--- config.mk ---
export PLATFORM = sky130hd
export DESIGN_NAME = bmul_acc_flat
export DESIGN_NICKNAME = d
export VERILOG_FILES = /design/src/rtl/bmul_acc_if.sv /design/src/rtl/bmul_acc.sv /design/src/flat_wrapper.sv
export SDC_FILE = /design/constraint.sdc
export NUM_CORES = 1
export LEC_CHECK = 0
export ABC_AREA = 1
export CAP_MARGIN = 20
export CORE_UTILIZATION = 59
export CTS_CLUSTER_DIAMETER = 100
export DETAILED_ROUTE_END_ITERATION = 6
export PLACE_DENSITY = 0.85
export SYNTH_ARGS = -nofsm -noshare
export SYNTH_HDL_FRONTEND = slang
export SYNTH_SLANG_ARGS = --single-unit
--- constraint.sdc ---
create_clock -name clk -period 2.95 [get_ports clk]
set_clock_uncertainty 0.2 [all_clocks]
set_input_delay 0.885 -clock clk [delete_from_list [all_inputs] [get_ports clk]]
set_output_delay 0.885 -clock clk [all_outputs]
set_load 0.05 [all_outputs]
--- src/rtl/bmul_acc_if.sv ---
// Handshake/bus bundle between the bmul product stream, bmul_acc and the result consumer.
// The master is the surrounding logic; the slave is bmul_acc.
interface bmul_acc_if;
    logic       clr;
    logic [7:0] prod_int1;
    logic [7:0] prod_int2;
    logic [7:0] prod_dec1;
    logic [7:0] prod_dec2;
    logic       prod_rdy;
    logic [7:0] out_int;
    logic [7:0] out_dec;
    logic       out_rdy;
    logic       out_ack;
    logic       sat;
    logic       ovr;
    logic       busy;

    modport master (
        output clr, prod_int1, prod_int2, prod_dec1, prod_dec2, prod_rdy, out_ack,
        input  out_int, out_dec, out_rdy, sat, ovr, busy
    );

    modport slave (
        input  clr, prod_int1, prod_int2, prod_dec1, prod_dec2, prod_rdy, out_ack,
        output out_int, out_dec, out_rdy, sat, ovr, busy
    );
endinterface

--- src/rtl/bmul_acc.sv ---
// Accumulates NUM_TERMS unsigned 16.16 products, rounds/saturates to Q8.8, rdy/ack output.
// Define BMUL_ACC_RND_EN for round-half-up; otherwise the result is truncated.
module bmul_acc #(
    parameter int unsigned NUM_TERMS = 4,
    parameter int unsigned CNT_W     = 8
) (
    input logic       clk,
    input logic       rst,
    bmul_acc_if.slave bus
);
    localparam int unsigned ACC_W = 32 + CNT_W;
    localparam logic [CNT_W-1:0] LAST_CNT = CNT_W'(NUM_TERMS);

    typedef enum logic [1:0] {StIdle, StAcc, StRound, StHold} state_e;

    state_e             state_q, state_d;
    logic [ACC_W-1:0]   acc_q, acc_d;
    logic [CNT_W-1:0]   cnt_q, cnt_d;
    logic [15:0]        out_q, out_d;
    logic               sat_q, sat_d;
    logic               out_rdy_q, out_rdy_d;
    logic               ovr_q, ovr_d;

    logic [31:0]        prod;
    logic [CNT_W-1:0]   cnt_inc;
    logic [ACC_W:0]     rnd_sum;
    logic [ACC_W-8:0]   r;
    logic               r_big;

    assign prod    = {bus.prod_int1, bus.prod_int2, bus.prod_dec1, bus.prod_dec2};
    assign cnt_inc = cnt_q + 1'b1;

`ifdef BMUL_ACC_RND_EN
    assign rnd_sum = {1'b0, acc_q} + (ACC_W + 1)'(8'h80);
`else
    assign rnd_sum = {1'b0, acc_q};
`endif
    assign r     = rnd_sum[ACC_W:8];
    assign r_big = |r[ACC_W-8:16];

    always_comb begin
        state_d   = state_q;
        acc_d     = acc_q;
        cnt_d     = cnt_q;
        out_d     = out_q;
        sat_d     = sat_q;
        out_rdy_d = out_rdy_q;
        ovr_d     = ovr_q;
        if (bus.clr) begin
            // Abort wins over everything; the last result stays visible.
            state_d   = StIdle;
            acc_d     = '0;
            cnt_d     = '0;
            out_rdy_d = 1'b0;
            ovr_d     = 1'b0;
        end else begin
            unique case (state_q)
                StIdle: begin
                    if (bus.prod_rdy) begin
                        acc_d   = ACC_W'(prod);
                        cnt_d   = CNT_W'(1);
                        state_d = (NUM_TERMS == 1) ? StRound : StAcc;
                    end
                end
                StAcc: begin
                    if (bus.prod_rdy) begin
                        acc_d = acc_q + ACC_W'(prod);
                        cnt_d = cnt_inc;
                        if (cnt_inc == LAST_CNT) begin
                            state_d = StRound;
                        end
                    end
                end
                StRound: begin
                    if (bus.prod_rdy) begin
                        ovr_d = 1'b1;
                    end
                    out_d     = r_big ? 16'hFFFF : r[15:0];
                    sat_d     = r_big;
                    out_rdy_d = 1'b1;
                    state_d   = StHold;
                end
                StHold: begin
                    // A product coinciding with the releasing ack is still dropped.
                    if (bus.prod_rdy) begin
                        ovr_d = 1'b1;
                    end
                    if (bus.out_ack) begin
                        out_rdy_d = 1'b0;
                        acc_d     = '0;
                        cnt_d     = '0;
                        state_d   = StIdle;
                    end
                end
                default: state_d = StIdle;
            endcase
        end
    end

    always_ff @(posedge clk or posedge rst) begin
        if (rst) begin
            state_q   <= StIdle;
            acc_q     <= '0;
            cnt_q     <= '0;
            out_q     <= '0;
            sat_q     <= 1'b0;
            out_rdy_q <= 1'b0;
            ovr_q     <= 1'b0;
        end else begin
            state_q   <= state_d;
            acc_q     <= acc_d;
            cnt_q     <= cnt_d;
            out_q     <= out_d;
            sat_q     <= sat_d;
            out_rdy_q <= out_rdy_d;
            ovr_q     <= ovr_d;
        end
    end

    assign bus.out_int = out_q[15:8];
    assign bus.out_dec = out_q[7:0];
    assign bus.sat     = sat_q;
    assign bus.out_rdy = out_rdy_q;
    assign bus.ovr     = ovr_q;
    assign bus.busy    = (state_q != StIdle);
endmodule

--- src/flat_wrapper.sv ---
// flat-port wrapper written by rule: the top's interface ports become plain ports
module bmul_acc_flat 
#(
    parameter int unsigned NUM_TERMS = 4,
    parameter int unsigned CNT_W     = 8
)
  (clk, rst, bus_clr, bus_prod_int1, bus_prod_int2, bus_prod_dec1, bus_prod_dec2, bus_prod_rdy, bus_out_ack, bus_out_int, bus_out_dec, bus_out_rdy, bus_sat, bus_ovr, bus_busy);
  bmul_acc_if bus_i ();
  input logic clk;
  input logic rst;
  input wire logic [$bits(bus_i.clr)-1:0] bus_clr;
  input wire logic [$bits(bus_i.prod_int1)-1:0] bus_prod_int1;
  input wire logic [$bits(bus_i.prod_int2)-1:0] bus_prod_int2;
  input wire logic [$bits(bus_i.prod_dec1)-1:0] bus_prod_dec1;
  input wire logic [$bits(bus_i.prod_dec2)-1:0] bus_prod_dec2;
  input wire logic [$bits(bus_i.prod_rdy)-1:0] bus_prod_rdy;
  input wire logic [$bits(bus_i.out_ack)-1:0] bus_out_ack;
  output wire logic [$bits(bus_i.out_int)-1:0] bus_out_int;
  output wire logic [$bits(bus_i.out_dec)-1:0] bus_out_dec;
  output wire logic [$bits(bus_i.out_rdy)-1:0] bus_out_rdy;
  output wire logic [$bits(bus_i.sat)-1:0] bus_sat;
  output wire logic [$bits(bus_i.ovr)-1:0] bus_ovr;
  output wire logic [$bits(bus_i.busy)-1:0] bus_busy;
  assign bus_i.clr = bus_clr;
  assign bus_i.prod_int1 = bus_prod_int1;
  assign bus_i.prod_int2 = bus_prod_int2;
  assign bus_i.prod_dec1 = bus_prod_dec1;
  assign bus_i.prod_dec2 = bus_prod_dec2;
  assign bus_i.prod_rdy = bus_prod_rdy;
  assign bus_i.out_ack = bus_out_ack;
  assign bus_out_int = bus_i.out_int;
  assign bus_out_dec = bus_i.out_dec;
  assign bus_out_rdy = bus_i.out_rdy;
  assign bus_sat = bus_i.sat;
  assign bus_ovr = bus_i.ovr;
  assign bus_busy = bus_i.busy;
  bmul_acc #(.NUM_TERMS(NUM_TERMS), .CNT_W(CNT_W)) u_core (.clk(clk), .rst(rst), .bus(bus_i));
endmodule
# Yosys cells after proc, flatten, opt, wreduce, memory -nomap -nowiden
# Cells that the tools add are included.
# Widths: inputs -> output; s select.
[op_classes]
n_addsub = 2
n_mul = 0
n_div = 0
order_cmp = 0
n_eq_ne = 8
shifts = 0
muxes = 23
bitwise_logic = 1
reduce_logical = 13
[op_table]
columns = ["operator", "count"]
rows = [
  ["$mux 40", 4],
  ["$pmux 40 s3", 1],
  ["$add 40x32->40", 1],
  ["$mux 8", 4],
  ["$pmux 8 s3", 1],
  ["$mux 16", 1],
  ["$reduce_or 16->1", 1],
  ["$mux 2", 5],
  ["$ne 3x3->1 const B", 3],
  ["$add 8x1->8 const B", 1],
  ["$eq 8x3->1 const B", 1],
  ["$pmux 2 s4", 1],
  ["$reduce_and 4->1", 2],
  ["$reduce_and 2->1", 3],
  ["$reduce_bool 2->1", 3],
  ["$mux 1", 5],
  ["$eq 2x2->1 const B", 2],
  ["$reduce_bool 4->1", 1],
  ["$ne 3x2->1 const B", 1],
  ["$reduce_bool 3->1", 1],
  ["$eq 2x1->1 const B", 1],
  ["$logic_not 2->1", 1],
  ["$pmux 1 s2", 1],
  ["$reduce_or 2->1", 1],
  ["$not 1->1", 1],
]
[totals]
regBits = 69
latchBits = 0
ram_bits = 0
mem_bits_ro = 0
inputBits = 37
out_inout_bits = 20
n_memories = 0

# Depth between registers and ports, before layout
# Gate-level depths: netlist of the first run.
[logic_depth]
depth_word = 6
depth_mapped = 14
ltp_nobuf = 14

# Least setup slack after synthesis of the first run
# No wires, ideal clock.
[synth_timing]
kind = "input port to flip-flop"
start = "input bus_prod_dec2[0]"
end = "register u_core.acc_q[38]"
t_arrival_ns = 2.310
required_time_ns = 2.631
path_slack_ns = 0.321
cell_stages = 12
path_cell_list = "ha_1 fa_1 nand3_1 nand3_1 nand2_1 nand2_1 nand2_1 nand3_2 nand2_1 nand2_1 a21oi_1 nor2_1"
[synth_via]
elab_chain_cells = 4
[synth_lines]
columns = ["item", "line_no", "source"]
rows = [
  ["start, declared", "flat_wrapper.sv:15", "input wire logic [$bits(bus_i.prod_dec2)-1:0] bus_prod_dec2;"],
  ["$add 40x32->40", "bmul_acc.sv:67", "acc_d = acc_q + ACC_W'(prod);"],
  ["$mux 40", "bmul_acc.sv:66", "if (bus.prod_rdy) begin"],
  ["$pmux 40 s3", "bmul_acc.sv:57", "unique case (state_q)"],
  ["$mux 40", "bmul_acc.sv:49", "if (bus.clr) begin"],
  ["end signal, assigned", "bmul_acc.sv:103", "acc_q <= '0;"],
  ["end signal, assigned", "bmul_acc.sv:111", "acc_q <= acc_d;"],
  ["end, declared", "bmul_acc.sv:17", "logic [ACC_W-1:0] acc_q, acc_d;"],
]
# Every way passes these cells. The select of a mux whose other input is x is not followed.
# A chain may end at the register's enable or synchronous reset.

# Worst setup path in the final report of the first run
[layout_timing]
start = "input bus_prod_int2[3]"
end = "register u_core.acc_q[37]"
[layout_via]
elab_chain_cells = 4
[layout_lines]
columns = ["item", "line_no", "source"]
rows = [
  ["start, declared", "flat_wrapper.sv:13", "input wire logic [$bits(bus_i.prod_int2)-1:0] bus_prod_int2;"],
  ["$add 40x32->40", "bmul_acc.sv:67", ""],
  ["$mux 40", "bmul_acc.sv:66", ""],
  ["$pmux 40 s3", "bmul_acc.sv:57", ""],
  ["$mux 40", "bmul_acc.sv:49", ""],
]
# Every way passes these cells. The select of a mux whose other input is x is not followed.

==> impl_results.md, run 1 <==
- Worst-skew pair later-pin latency: 0.36 ns
- Num ports: 57
- Worst hold start: u_core.bus.sat$_DFFE_PP0P_
- Clock power share: under 10%
- Power Total: between 0.006 and 0.007 W
- Slew Limit Fails: 0
- DR vias: 6512
- FFs w/ async S/R, synth: between 90% and 100%
- Cell with the most instances after synthesis: nand2_1
- Worst Setup Start Kind: input pin
- Final Non-Filler Cells: 1218
- Postcts setup bufs: 0
- DRC Markers: 3
- Total CTS buffers: 9
- Top post-synthesis cells by count: nand2_1 (331), inv_1 (135), nor2_1 (103)
- Post-synth net total: 1035
- Net switching fraction of the power: 51.6%
- Final setup viols: 0
- DP Worst Slack: -0.236 ns
- Layout cells sized above 1: 13.4%
- Htree depth: 3
- ANT nets after route: 0
- Synth Area per Inst: 6.27 sq um
- Total leakage power: 3.98 nW
- DP Area: between 7000 and 8000 sq um
- Critical Path Fanout Max: 3
- Worst-path clk slew: ~0.070 ns
- Violated checks: design-rule violations
- Global-route wire length before repair: about 27 mm
- Sequential share of power: between 20 and 25%
- Routed vias/inst: 5.35
- Status: complete, but fails checks
- FMAX: 0.356 GHz
- WS Path Type: input pin to flop
- Total Wirelength: ~17 mm
- Max cap viols: 0
- Ant. Diodes: 0
- Critical Path End Type: flop
- Ys flop type: dfrtp_1
- Die width: 103 microns
- Initial antenna violation count: 0
- Post-synth top area share: 28.7%
- Comb power frac: 67.9%
- Core area: 9820 sq um
- Power Density: 930 nW/um^2
- Post-cts resize count: 0
- Hold endpoint: u_core.bus.sat$_DFFE_PP0P_
- Mapped Cells: 959
- Port Buffers: 56
- Hold Fails Final Rpt: 0
- Hold depth: 2
- YS warnings: 0
- Worst Slack Setup Final: 0.140 ns
- Cell taking the most area after synthesis: dfrtp_1
- Fin area: 7410 sq um
- Post-synthesis cell type count: 42
- Inst Count DP: 1202
- Worst reg2reg setup slack: 0.50 ns
- RePlAce Congestion: 1.02
- Hold slack: 0.289 ns
- CTS tree: done
- Die area: 10600 sq um
- Die height: around 100 microns
- Reg-to-Reg End: u_core.acc_q[14]$_DFFE_PP0P_
- RSZ-0062 raised after global routing: no
- Register bit total from synthesis: 69
- Crit path arrival time: 2.86 ns
- Seq/Total Area, Yosys: between 20% and 30%
- VDD IR-drop max: 0.819 mV
- Area delta synth->final: 23.1%
- Largest net degree at the start of global routing: 70
- Int Power: 0.00334 W
- Slew HR: 45.1%
- Period utilisation layout: between 90% and 100%
- Min Tclk post-route: 2.81 ns
- Post-Syn Area: ~6000 sq um
- GRT Resource Usage Total: between 30% and 40%
- Clock Path Buffers: 2
- Tightest Pin Transition: between 0.8 and 0.9 ns
- Synth area leaders: dfrtp_1 (29%), nand2_1 (21%), inv_1 (8.4%)
- CTS Root Cell: clkbuf_8
- RR Startpoint: u_core.state_q[1]$_DFFE_PP0P_
- Nets: 1156
- Grt total ovfl: 0
- Row cnt: 36
- CP Data Required Time: about 3 ns
- WL/cell: 13.9 microns
- Drt initial violations: ~370
- Num Clock Sinks: 69
- Hold Path Class: flop to flop
- HPWL Detailed: 13.3 mm
- R2R depth: 8
- Hold-fix buffers, CTS: 0
- Post-synth EDFFs: 0
- Vias in the first global route: about 6000
- Net Sw Power: around 0.0035 W
- Starting density of the core: 61.3%
- Pre-antenna DRT Iters: 7
## placed cells by master, fill, tap and decap left out, types with 5 or more instances in the layout
cell type / synthesis / final
buf_4: 5 / 72
a21oi_1: 41 / 41
ha_1: 38 / 37
inv_1: 135 / 134
o211ai_1: 10 / 10
nand2_1: 331 / 330
nor3_1: 7 / 7
clkinv_2: 0 / 5
nor2_1: 103 / 102
nor4_1: 8 / 8
clkbuf_8: 0 / 9
clkdlybuf4s50_1: 0 / 55
inv_2: 9 / 10
dfrtp_1: 69 / 69
nand3_2: 7 / 9
nor2_2: 7 / 7
nand3_1: 87 / 85
o21ai_0: 28 / 27
xor2_1: 5 / 5
o21ai_1: 7 / 7
nand2_2: 8 / 9
## per-layer routing
layer	vias to the layer above	global-route usage [%]	part of all wire (%)
li1	3285	-	-
met5	-	0	0
met4	0	13.4	2.1
met1	2975	44.5	45
met3	34	5.02	6.9
met2	218	55.5	46
## stage by stage
stage | TNS (ns) | util (%)
finish | 0 | 75.4
detailed placement | -5.43 | 73.5
global route | 0 | 75.4
floorplan | 0 | -
CTS | 0 | 75.2
global placement | -4.53 | 73.5
## power by group through the flow
| stage | logic, W | registers [W] | clock network [W] |
|---|---|---|---|
| after CTS | 0.00461 | 0.00152 | 0.000694 |
| after global routing | 0.00514 | 0.00157 | 0.000727 |
| after global placement | 0.00448 | 0.00152 | 0 |
| after detailed placement | 0.00458 | 0.00154 | 0 |
| final | 0.00468 | 0.00152 | 0.000683 |
| after floorplan | 0.00260 | 0.00191 | 0 |
## flip-flops by register name, summed over array words and instances, names as in the netlist
register / count
u_core.bus.sat: 1
u_core.acc_q: 40
u_core.bus.ovr: 1
u_core.out_q: 16
u_core.bus.out_rdy: 1
u_core.state_q: 2
u_core.cnt_q: 8
## final cells by class
cell class,instances,area [sq um]
multi-input combinational,725,3650
fill,834,2410
sequential,69,1730
timing repair buffer,130,1150
inverter,145,544
tap,133,166
clock buffer,9,124
clock inverter,7,42.5
## worst max-delay path by stage
| stage | start | end | slack [ns] | cells past startpoint |
|---|---|---|---|---|
| 2_1_floorplan | rst | u_core.acc_q[0]$_DFFE_PP0P_ | 0.13 | 1 |
| 3_3_place_gp | bus_prod_dec2[0] | u_core.acc_q[26]$_DFFE_PP0P_ | -0.20 | 12 |
| 3_5_place_dp | bus_prod_dec2[0] | u_core.acc_q[38]$_DFFE_PP0P_ | -0.24 | 13 |
| 4_1_cts | bus_prod_dec2[0] | u_core.acc_q[14]$_DFFE_PP0P_ | 0.15 | 14 |
| 5_1_grt | bus_prod_int1[4] | u_core.acc_q[35]$_DFFE_PP0P_ | 0.002 | 12 |
| 6_report | bus_prod_int2[3] | u_core.acc_q[37]$_DFFE_PP0P_ | 0.14 | 12 |
## logic make-up (layout without fill, tap and decap cells)
family                   Yosys count  in the layout  share of synthesized area [%]
AO/OA/AOI/OAI                    105            105                           10.3
adder cells (fa/ha/maj)           39             39                           8.23
flip-flops                        69             69                           28.7
XOR/XNOR                           6              6                          0.873
AND/OR/NAND/NOR                  575            575                           40.8
buffers and inverters            165            291                           11.1
## worst max-delay path: stages
cell and delay (ns):
clkdlybuf4s50_1 0.46, ha_1 0.35, nand2_1 0.13, inv_1 0.07, nand2_1 0.06, nand2_1 0.08
a21oi_1 0.27, nand3_2 0.20, nand2_1 0.09, nand2_1 0.07, a21oi_1 0.14, nor2_1 0.06
Note: power is estimated with default switching activity, not from simulation.
==> inputs of run 2 (changes only) <==
CORE_UTILIZATION = 53   (was 59)
PLACE_DENSITY = 0.81   (was 0.85)
clock period = 2.52 ns   (was 2.95 ns; I/O delays follow)
==> run 2 against run 1 <==
The run ends with negative setup slack left. Wire length rose by 18%. Register-to-register slack got worse by 0.33 ns. Core utilization rose by 1.7 points. Combinational power up 39%. Critical endpoint is now u_core.acc_q[20]$_DFFE_PP0P_.
==> impl_results.md, run 2 (synthesized netlist as in run 1, its figures left out) <==
- Nets: 1192 (was 1156)
- Largest net degree at the start of global routing: 70 (unchanged)
- RePlAce Congestion: 0.972 (was 1.02)
- Critical Path Fanout Max: 4 (was 3)
- Ant. Diodes: 0 (unchanged)
- HPWL Detailed: 13.7 mm (was 13.3 mm)
- VDD IR-drop max: 0.860 mV (was 0.819 mV)
- Hold-fix buffers, CTS: 0 (unchanged)
- Final setup viols: 1 (was 0)
- RSZ-0062 raised after global routing: yes (was no)
- Max reg flops: 40 (unchanged)
- Hold Path Class: flop to flop (unchanged)
- CTS Root Cell: clkbuf_16 (was clkbuf_8)
- Row cnt: 38 (was 36)
- Total leakage power: 4.33 nW (was 3.98 nW)
- DR vias: 6948 (was 6512)
- Die width: 109 microns (was 103 microns)
- Int Power: 0.00500 W (was 0.00334 W)
- R2R depth: 8 (unchanged)
- Num Clock Sinks: 69 (unchanged)
- CTS tree: done (unchanged)
- Port Buffers: 56 (unchanged)
- Status: complete, but fails checks (unchanged)
- ANT nets after route: 0 (unchanged)
- Layout cells sized above 1: 23.4% (was 13.4%)
- Reg with most FFs: u_core.acc_q (unchanged)
- Drt initial violations: 643 (was 373)
- Slew Limit Fails: 0 (unchanged)
- Clock Path Buffers: 2 (unchanged)
- Largest regs: u_core.acc_q (40), u_core.out_q (16), u_core.cnt_q (8) (unchanged)
- Max cap viols: 0 (unchanged)
- Htree depth: 3 (unchanged)
- Initial antenna violation count: 0 (unchanged)
- Clock power share: 13.1% (was 9.9%)
- Starting density of the core: 55.0% (was 61.3%)
- Num ports: 57 (unchanged)
- Total CTS buffers: 9 (unchanged)
- Total Wirelength: 19.8 mm (was 16.9 mm)
- Slew HR: 66.2% (was 45.1%)
- GRT Resource Usage Total: 34.3% (was 33.7%)
- Hold slack: 0.290 ns (was 0.289 ns)
- Hold Fails Final Rpt: 0 (unchanged)
- Area delta synth->final: 40.2% (was 23.1%)
- Worst-path clk slew: 0.05 ns (was 0.07 ns)
- WS Path Type: input pin to flop (unchanged)
- Hold depth: 2 (unchanged)
- Final Util: 77.2% (was 75.4%)
- Critical Path End Type: flop (unchanged)
- Comb power frac: 67.4% (was 67.9%)
- DRC Markers: 0 (was 3)
- Worst Slack Setup Final: -0.000859 ns (was 0.140 ns)
- Power Density: 1150 nW/um^2 (was 930 nW/um^2)
- Sequential share of power: 19.6% (was 22.1%)
- CP Data Required Time: 2.58 ns (was 3.00 ns)
- Net switching fraction of the power: 48.4% (was 51.6%)
- Commonest non-fill, non-tap cell in the layout: nand2_1 (unchanged)
- Worst Setup Start Kind: input pin (unchanged)
- Die area: 11800 sq um (was 10600 sq um)
- Grt total ovfl: 0 (unchanged)
- Global-route wire length before repair: 30.9 mm (was 27.2 mm)
- Routed vias/inst: 5.51 (was 5.35)
- Vias in the first global route: 6626 (was 5966)
- Tightest Pin Transition: 0.505 ns (was 0.822 ns)
- Total negative slack: -0.000859 ns (was 0 ns)
- Pre-antenna DRT Iters: 5 (was 7)
- Net Sw Power: 0.00469 W (was 0.00355 W)
- Commonest non-fill, non-tap cells in the layout: nand2_1 (309), inv_1 (129), buf_4 (101) (was nand2_1 (330), inv_1 (134), nor2_1 (102))
- Min Tclk post-route: around 2.5 ns
- WL/cell: 15.7 microns (was 13.9 microns)
- Period utilisation layout: 100%
- FMAX: 0.397 GHz
- Core area: 10900 sq um (was 9820 sq um)
- Die height: 109 microns (was 103 microns)
- Crit path arrival time: 2.58 ns (was 2.86 ns)
- Violated checks: negative setup slack (was design-rule violations)
- Worst-skew pair later-pin latency: 0.35 ns (was 0.36 ns)
[run 2: cell count changes in the layout (fill, tap and decap cells not counted), moves of 26 or more]
cell,before,now
dlygate4sd2_1,0,26
buf_4,72,101
clkdlybuf4s50_1,55,23
ha_4,0,30
ha_1,37,7
[run 2: cell type report]
type,count,area [sq um]
well taps,140,175
inverters,145,548
clock buffers,12,236
flip-flops and latches,69,1730
multi-input cells,725,4210
clock inverters,4,48.8
repair buffers,166,1490
fillers,794,2500
[run 2: repair_timing]
action | in CTS | in global routing
pin swaps | 20 | 16
setup buffers | 2 | 4
cloned | 0 | 0
resized for setup | 84 | 47
endpoints found under the setup margin | 35 | 24
[run 2: power by group through the flow]
stage	registers, W	clock network (W)	logic, W
6_report	0.00189	0.00127	0.00652
3_5_place_dp	0.00180	0	0.00575
2_1_floorplan	0.00223	0	0.00304
4_1_cts	0.00186	0.00126	0.00611
5_1_grt	0.00193	0.00132	0.00709
3_3_place_gp	0.00179	0	0.00562
[run 2: worst paths after layout]
check	endpoint	start	slack, ns
min	u_core.out_q[6]$_DFFE_PP0P_	u_core.out_q[6]$_DFFE_PP0P_	0.29
min reg2reg	u_core.out_q[6]$_DFFE_PP0P_	u_core.out_q[6]$_DFFE_PP0P_	0.29
max reg2reg	u_core.acc_q[2]$_DFFE_PP0P_	u_core.state_q[1]$_DFFE_PP0P_	0.17
max in group asynchronous	u_core.acc_q[0]$_DFFE_PP0P_	rst	1.15
min in group asynchronous	u_core.out_q[13]$_DFFE_PP0P_	rst	0.65
max	u_core.acc_q[20]$_DFFE_PP0P_	bus_prod_dec2[0]	-0.0009
[run 2: worst max-delay path, stage by stage]
cell           delay, ns
dlygate4sd2_1       0.26
ha_2                0.21
fa_2                0.35
nand3_2             0.10
nand3_4             0.09
buf_4               0.14
nand4_1             0.11
nand3_4             0.12
buf_4               0.16
nand2_1             0.06
nand2_1             0.05
o211ai_1            0.17
[run 2: metal layers]
metal | GRT usage (%) | vias to the layer above | wire length (microns)
li1 | - | 3354 | -
met1 | 42.3 | 3214 | 8130
met2 | 57.6 | 322 | 9420
met3 | 6.03 | 58 | 1590
met4 | 17.0 | 0 | 695
met5 | 0 | - | 0
[run 2: through the flow]
| step | setup slack [ns] | area (sq um) | std cells | power, W |
|---|---|---|---|---|
| finish | -0.000859 | 8440 | 1261 | 0.00968 |
| global route | -0.0718 | 8440 | 1261 | 0.0103 |
| CTS | 0.00560 | 8220 | 1257 | 0.00923 |
| detailed placement | -0.623 | 7540 | 1239 | 0.00755 |
| global placement | -0.562 | 7540 | 1239 | 0.00740 |
| floorplan | 0.0203 | 6020 | 959 | 0.00528 |
